<file path="config.mk">
export PLATFORM = sky130hd
export DESIGN_NAME = video_timing_param
export DESIGN_NICKNAME = d
export VERILOG_FILES = /design/src/rtl/video_timing_param.sv
export SDC_FILE = /design/constraint.sdc
export NUM_CORES = 1
export LEC_CHECK = 0
export BUFFER_PORTS_ARGS = -buffer_cell sky130_fd_sc_hd__buf_2
export CORE_UTILIZATION = 55
export DETAILED_ROUTE_END_ITERATION = 6
export HOLD_SLACK_MARGIN = 0.12
export PLACE_DENSITY = 0.88
export SLEW_MARGIN = 20
export SYNTH_ARGS = -nofsm -noshare
export SYNTH_HDL_FRONTEND = slang
export SYNTH_SLANG_ARGS = --single-unit
</file>
<file path="constraint.sdc">
create_clock -name clk -period 3.44 [get_ports clk]
set_clock_uncertainty 0.2 [all_clocks]
set_input_delay 1.032 -clock clk [delete_from_list [all_inputs] [get_ports clk]]
set_output_delay 1.032 -clock clk [all_outputs]
set_load 0.05 [all_outputs]
</file>
<file path="src/rtl/video_timing_param.sv">
// Raster timing generator. It produces a single-clock pixel strobe, sync/DE levels,
// coordinates and line/frame start pulses, all registered from the next counter state.
module video_timing_param #(
  parameter int unsigned CLK_DIV  = 4,
  parameter int unsigned H_ACTIVE = 640,
  parameter int unsigned H_FP     = 16,
  parameter int unsigned H_SYNC   = 96,
  parameter int unsigned H_BP     = 48,
  parameter int unsigned V_ACTIVE = 480,
  parameter int unsigned V_FP     = 10,
  parameter int unsigned V_SYNC   = 2,
  parameter int unsigned V_BP     = 33,
  parameter int unsigned H_POL    = 0,
  parameter int unsigned V_POL    = 0,
  parameter int unsigned CW       = 10
) (
  input  logic          clk,
  input  logic          reset,
  input  logic          en,
  output logic          pclk_en,
  output logic          h_sync,
  output logic          v_sync,
  output logic          DE,
  output logic [CW-1:0] x_pixel,
  output logic [CW-1:0] y_pixel,
  output logic          line_start,
  output logic          frame_start
);

  localparam int unsigned H_TOTAL = H_ACTIVE + H_FP + H_SYNC + H_BP;
  localparam int unsigned V_TOTAL = V_ACTIVE + V_FP + V_SYNC + V_BP;
  localparam int unsigned DW      = (CLK_DIV > 1) ? $clog2(CLK_DIV) : 1;

  if (CLK_DIV < 1 || (64'(1) << CW) < 64'(H_TOTAL) || (64'(1) << CW) < 64'(V_TOTAL))
  begin : g_bad_cfg
    $error("video_timing_param: CLK_DIV must be >= 1 and CW must cover H/V totals");
  end

  localparam logic [DW-1:0] DivLast = DW'(CLK_DIV - 1);
  localparam logic [CW-1:0] HLast   = CW'(H_TOTAL - 1);
  localparam logic [CW-1:0] VLast   = CW'(V_TOTAL - 1);
  // One extra bit so window ends equal to 2^CW do not truncate.
  localparam logic [CW:0]   HAct    = (CW+1)'(H_ACTIVE);
  localparam logic [CW:0]   HSyncLo = (CW+1)'(H_ACTIVE + H_FP);
  localparam logic [CW:0]   HSyncHi = (CW+1)'(H_ACTIVE + H_FP + H_SYNC);
  localparam logic [CW:0]   VAct    = (CW+1)'(V_ACTIVE);
  localparam logic [CW:0]   VSyncLo = (CW+1)'(V_ACTIVE + V_FP);
  localparam logic [CW:0]   VSyncHi = (CW+1)'(V_ACTIVE + V_FP + V_SYNC);
  localparam logic          HPol    = 1'(H_POL);
  localparam logic          VPol    = 1'(V_POL);

  logic [DW-1:0] div_q, div_d;
  logic [CW-1:0] h_q, h_d, v_q, v_d;
  logic [CW:0]   h_ext, v_ext;
  logic          adv;
  logic          pclk_en_q, h_sync_q, v_sync_q, de_q, line_start_q, frame_start_q;

  always_comb begin
    // A pixel step happens on the enabled edge that wraps the divider.
    adv   = en && (div_q == DivLast);
    div_d = div_q;
    h_d   = h_q;
    v_d   = v_q;
    if (en) begin
      div_d = (div_q == DivLast) ? '0 : div_q + DW'(1);
    end
    if (adv) begin
      h_d = (h_q == HLast) ? '0 : h_q + CW'(1);
      if (h_q == HLast) begin
        v_d = (v_q == VLast) ? '0 : v_q + CW'(1);
      end
    end
    h_ext = {1'b0, h_d};
    v_ext = {1'b0, v_d};
  end

  always_ff @(posedge clk) begin
    if (reset) begin
      div_q         <= '0;
      h_q           <= HLast;
      v_q           <= VLast;
      pclk_en_q     <= 1'b0;
      h_sync_q      <= ~HPol;
      v_sync_q      <= ~VPol;
      de_q          <= 1'b0;
      line_start_q  <= 1'b0;
      frame_start_q <= 1'b0;
    end else begin
      div_q         <= div_d;
      h_q           <= h_d;
      v_q           <= v_d;
      pclk_en_q     <= en && (div_d == DivLast);
      h_sync_q      <= (h_ext >= HSyncLo && h_ext < HSyncHi) ? HPol : ~HPol;
      v_sync_q      <= (v_ext >= VSyncLo && v_ext < VSyncHi) ? VPol : ~VPol;
      de_q          <= (h_ext < HAct) && (v_ext < VAct);
      line_start_q  <= adv && (h_d == '0);
      frame_start_q <= adv && (h_d == '0) && (v_d == '0);
    end
  end

  assign pclk_en     = pclk_en_q;
  assign h_sync      = h_sync_q;
  assign v_sync      = v_sync_q;
  assign DE          = de_q;
  assign x_pixel     = h_q;
  assign y_pixel     = v_q;
  assign line_start  = line_start_q;
  assign frame_start = frame_start_q;

endmodule

</file>
==> reports/qor.csv <==
stage,metric,value,unit
critical_path,"critical path fanouts, max",12,
logic_synthesis,"Cell Area, Synth",1680,sq um
sta,final setup violation count,0,
power_and_ir_drop,P per Cell Area,289,nW/um^2
grt,GR peak layer,met1,
grt,GRT Util Overall,0.237,
logic_synthesis,top post-synthesis cells by area,"dfxtp_1, a21oi_1, nor2_1",
logic_synthesis,most instantiated cells after synthesis,"dfxtp_1, nor2_1, nand2_1",
logic_synthesis,largest area contributor in the netlist,dfxtp_1,
run_status,outcome,"complete, but fails checks",
logic_synthesis,Mapped Nets,211,
logic_synthesis,"flops & latches, synth",28,
logic_synthesis,post-synthesis average cell area,8.24,sq um
detailed_routing,Vias,1610,
detailed_routing,Vias per Instance,6.31,
critical_path,CP max-delay cell,nor4_2,
logic_synthesis,ys async rst share,0,
placed_design,Placed Area,1810,sq um
cts,CTS buffer count,3,
run,max-cap violation count,0,
grt,first-pass GRT wire length,6050,um
grt,met1 Use GR,0.365,
grt,initial antenna violation count,0,
logic_synthesis,most numerous cell in the Yosys netlist,dfxtp_1,
grt,grt ovf,0,
logic_synthesis,"EDFF count, synth",0,
critical_path,max incr delay on CP,0.57,ns
critical_path,CP startpoint kind,primary input,
sta,Fin. Hold Viols,0,
cts,Worst-path clk slew,0.14,ns
grt,vias in the first global route,1333,
placed_design,dpl cells,252,
placed_design,Port Buffer Count,28,
critical_path,Worst setup EP type,flip-flop,
die,I/O Pins,29,
critical_path,"Buf+Inv Stages, Crit Path",1,
die,Die Y-Extent,57.3,um
power_and_ir_drop,VDD IR-drop max,0.222,mV
cts,Clock Tree Buf Depth,2,
cts,Setup Buffers After CTS,0,
die,core area,2830,sq um
detailed_routing,post-route ant nets,0,
grt,met3 usage,0.0204,
cells_and_area,"Design Area, Final",1830,sq um
cts,H-tree depth,1,
hold_path,worst hold path class,flip-flop to flip-flop,
die,die area,3280,sq um
cts,Skew-Pair Late Insertion Delay,0.32,ns
cells_and_area,area grow syn2layout,8.79,%
critical_path,WP data required,3.45,ns
logic_synthesis,Synth Instances,204,
sta,crit share post-route,0.831,
cells_and_area,"Cell Count, Final, Fillers Out",255,
die,num rows,19,
cts,# hold bufs at CTS,0,
cts,Clock Sinks,28,
die,Initial Util,0.594,
cts,Root Driver,clkbuf_4,
detailed_routing,1st-pass router iterations,7,
critical_path,CP Cell Sequence,buf_2 > nand2_1 > nor4_2 > o21ai_1 > a221o_1 > nor2_1 > nand4_1,
grt,largest net degree at the start of global routing,20,
run_status,failing checks,DRC,
critical_path,critical path arrival,2.87,ns
cells_and_area,Inserted Diodes,0,
logic_synthesis,Yosys top cell area share,0.334,
sta,post-route minimum period,2.86,ns
sta,worst slew pin tran,0.557,ns
sta,TNS Setup,0,ns
critical_path,Crit Path Category,primary input to flip-flop,
sta,Slew headroom,0.628,
detailed_routing,WL/cell,14.3,um
critical_path,CP top delay family,simple AND/OR/NAND/NOR gates,
detailed_routing,DRC,5,
cells_and_area,layout net count,233,
cells_and_area,share of layout cells above drive strength 1,0.183,
placed_design,dpl hpwl,2730,um
placed_design,dpl ws,0.282,ns
logic_synthesis,Synth Flop Type,dfxtp_1,
cts,CTS tree,done,
cts,post-CTS sizing,0,
power_and_ir_drop,leakage,0.746,nW
logic_synthesis,Cell variety after synth,53,
die,chip width,57.3,um
logic_synthesis,register area share after synthesis,0.334,
logic_synthesis,Yosys Warn Count,0,
detailed_routing,Post-Route WL,3640,um
detailed_routing,DR iter-0 viols,79,
sta,setup slack after layout,0.580,ns
sta,max-slew violations,0,
grt,met2 usage,0.339,
sta,RSZ-0062 raised after global routing,no,
placed_design,placer congestion estimate,0.968,
sta,fmax,350,MHz
==> flip-flops by register name, summed over array words and instances, names as in the netlist <==
name,count
x_pixel,10
y_pixel,10
div_q,2
DE,1
frame_start,1
h_sync,1
line_start,1
pclk_en,1
v_sync,1
==> where the power goes <==
group / switching, W / internal, W / total [W]
logic: 0.0000416 / 0.0000198 / 0.0000614
clock network: 0.0000901 / 0.0000411 / 0.000131
registers: 0.00000572 / 0.000329 / 0.000335
==> cells by family after synthesis <==
kind of cell               Yosys count  share of synthesized area
adders and majority gates            4                     0.0298
DFF                                 28                      0.334
and+or+nand+nor                     89                      0.320
buffers and inverters               20                     0.0544
muxes                                4                     0.0238
xor gates and xnor gates            10                     0.0521
AOI/OAI and AO/OA                   49                      0.186
==> path summary, 6_finish.rpt <==
kind / cells past startpoint / from / slack (ns) / end
max reg2reg: 7 / x_pixel[0] / 0.70 / frame_start
max: 7 / en / 0.58 / v_sync
min reg2reg: 2 / div_q[0] / 0.35 / div_q[0]
min: 2 / div_q[0] / 0.35 / div_q[0]
==> metal layers <==
layer | vias to the layer above | part of all wire | routed length [um]
met5 | - | 0 | 0
met4 | 0 | 0.016 | 59
met3 | 8 | 0.084 | 305
met2 | 89 | 0.43 | 1570
met1 | 725 | 0.47 | 1710
li1 | 788 | - | -
==> area by class of cell <==
cell class	instances	area, sq um
Clock buffer	3	22.5
Fill cell	240	1000
Inverter	8	30.0
Multi-Input combinational cell	156	1030
Sequential cell	28	561
Tap cell	31	38.8
Timing Repair Buffer	29	148
==> worst min-delay path: stages, from the launching register on <==
cell and delay, ns:
dfxtp_1 0.37, mux2i_1 0.08, nor2_1 0.07
==> layout by cell type, fill, tap and decap left out, types with 3 or more instances in the layout <==
| master | synthesis | layout |
|---|---|---|
| inv_1 | 8 | 8 |
| xor2_1 | 4 | 4 |
| o31ai_1 | 3 | 3 |
| o21ai_1 | 5 | 5 |
| clkbuf_4 | 0 | 3 |
| nand2_1 | 18 | 18 |
| nand3_1 | 10 | 10 |
| dfxtp_1 | 28 | 28 |
| xnor2_1 | 6 | 6 |
| nor3_1 | 7 | 7 |
| buf_2 | 7 | 28 |
| o21ai_0 | 8 | 8 |
| nor4_1 | 5 | 5 |
| ha_1 | 4 | 4 |
| nand4_1 | 4 | 4 |
| nor2_1 | 19 | 19 |
| mux2i_1 | 4 | 4 |
| a21oi_1 | 17 | 17 |
==> through the flow <==
step	power, W	hold slack (ns)	util
final	0.000528	0.348	0.646
after global routing	0.000550	0.395	0.646
after CTS	0.000534	0.357	0.646
after detailed placement	0.000403	0.322	0.638
after global placement	0.000402	0.312	0.638
after floorplan	0.000391	0.290	-
No activity file was read; power rests on OpenSTA's default activity.
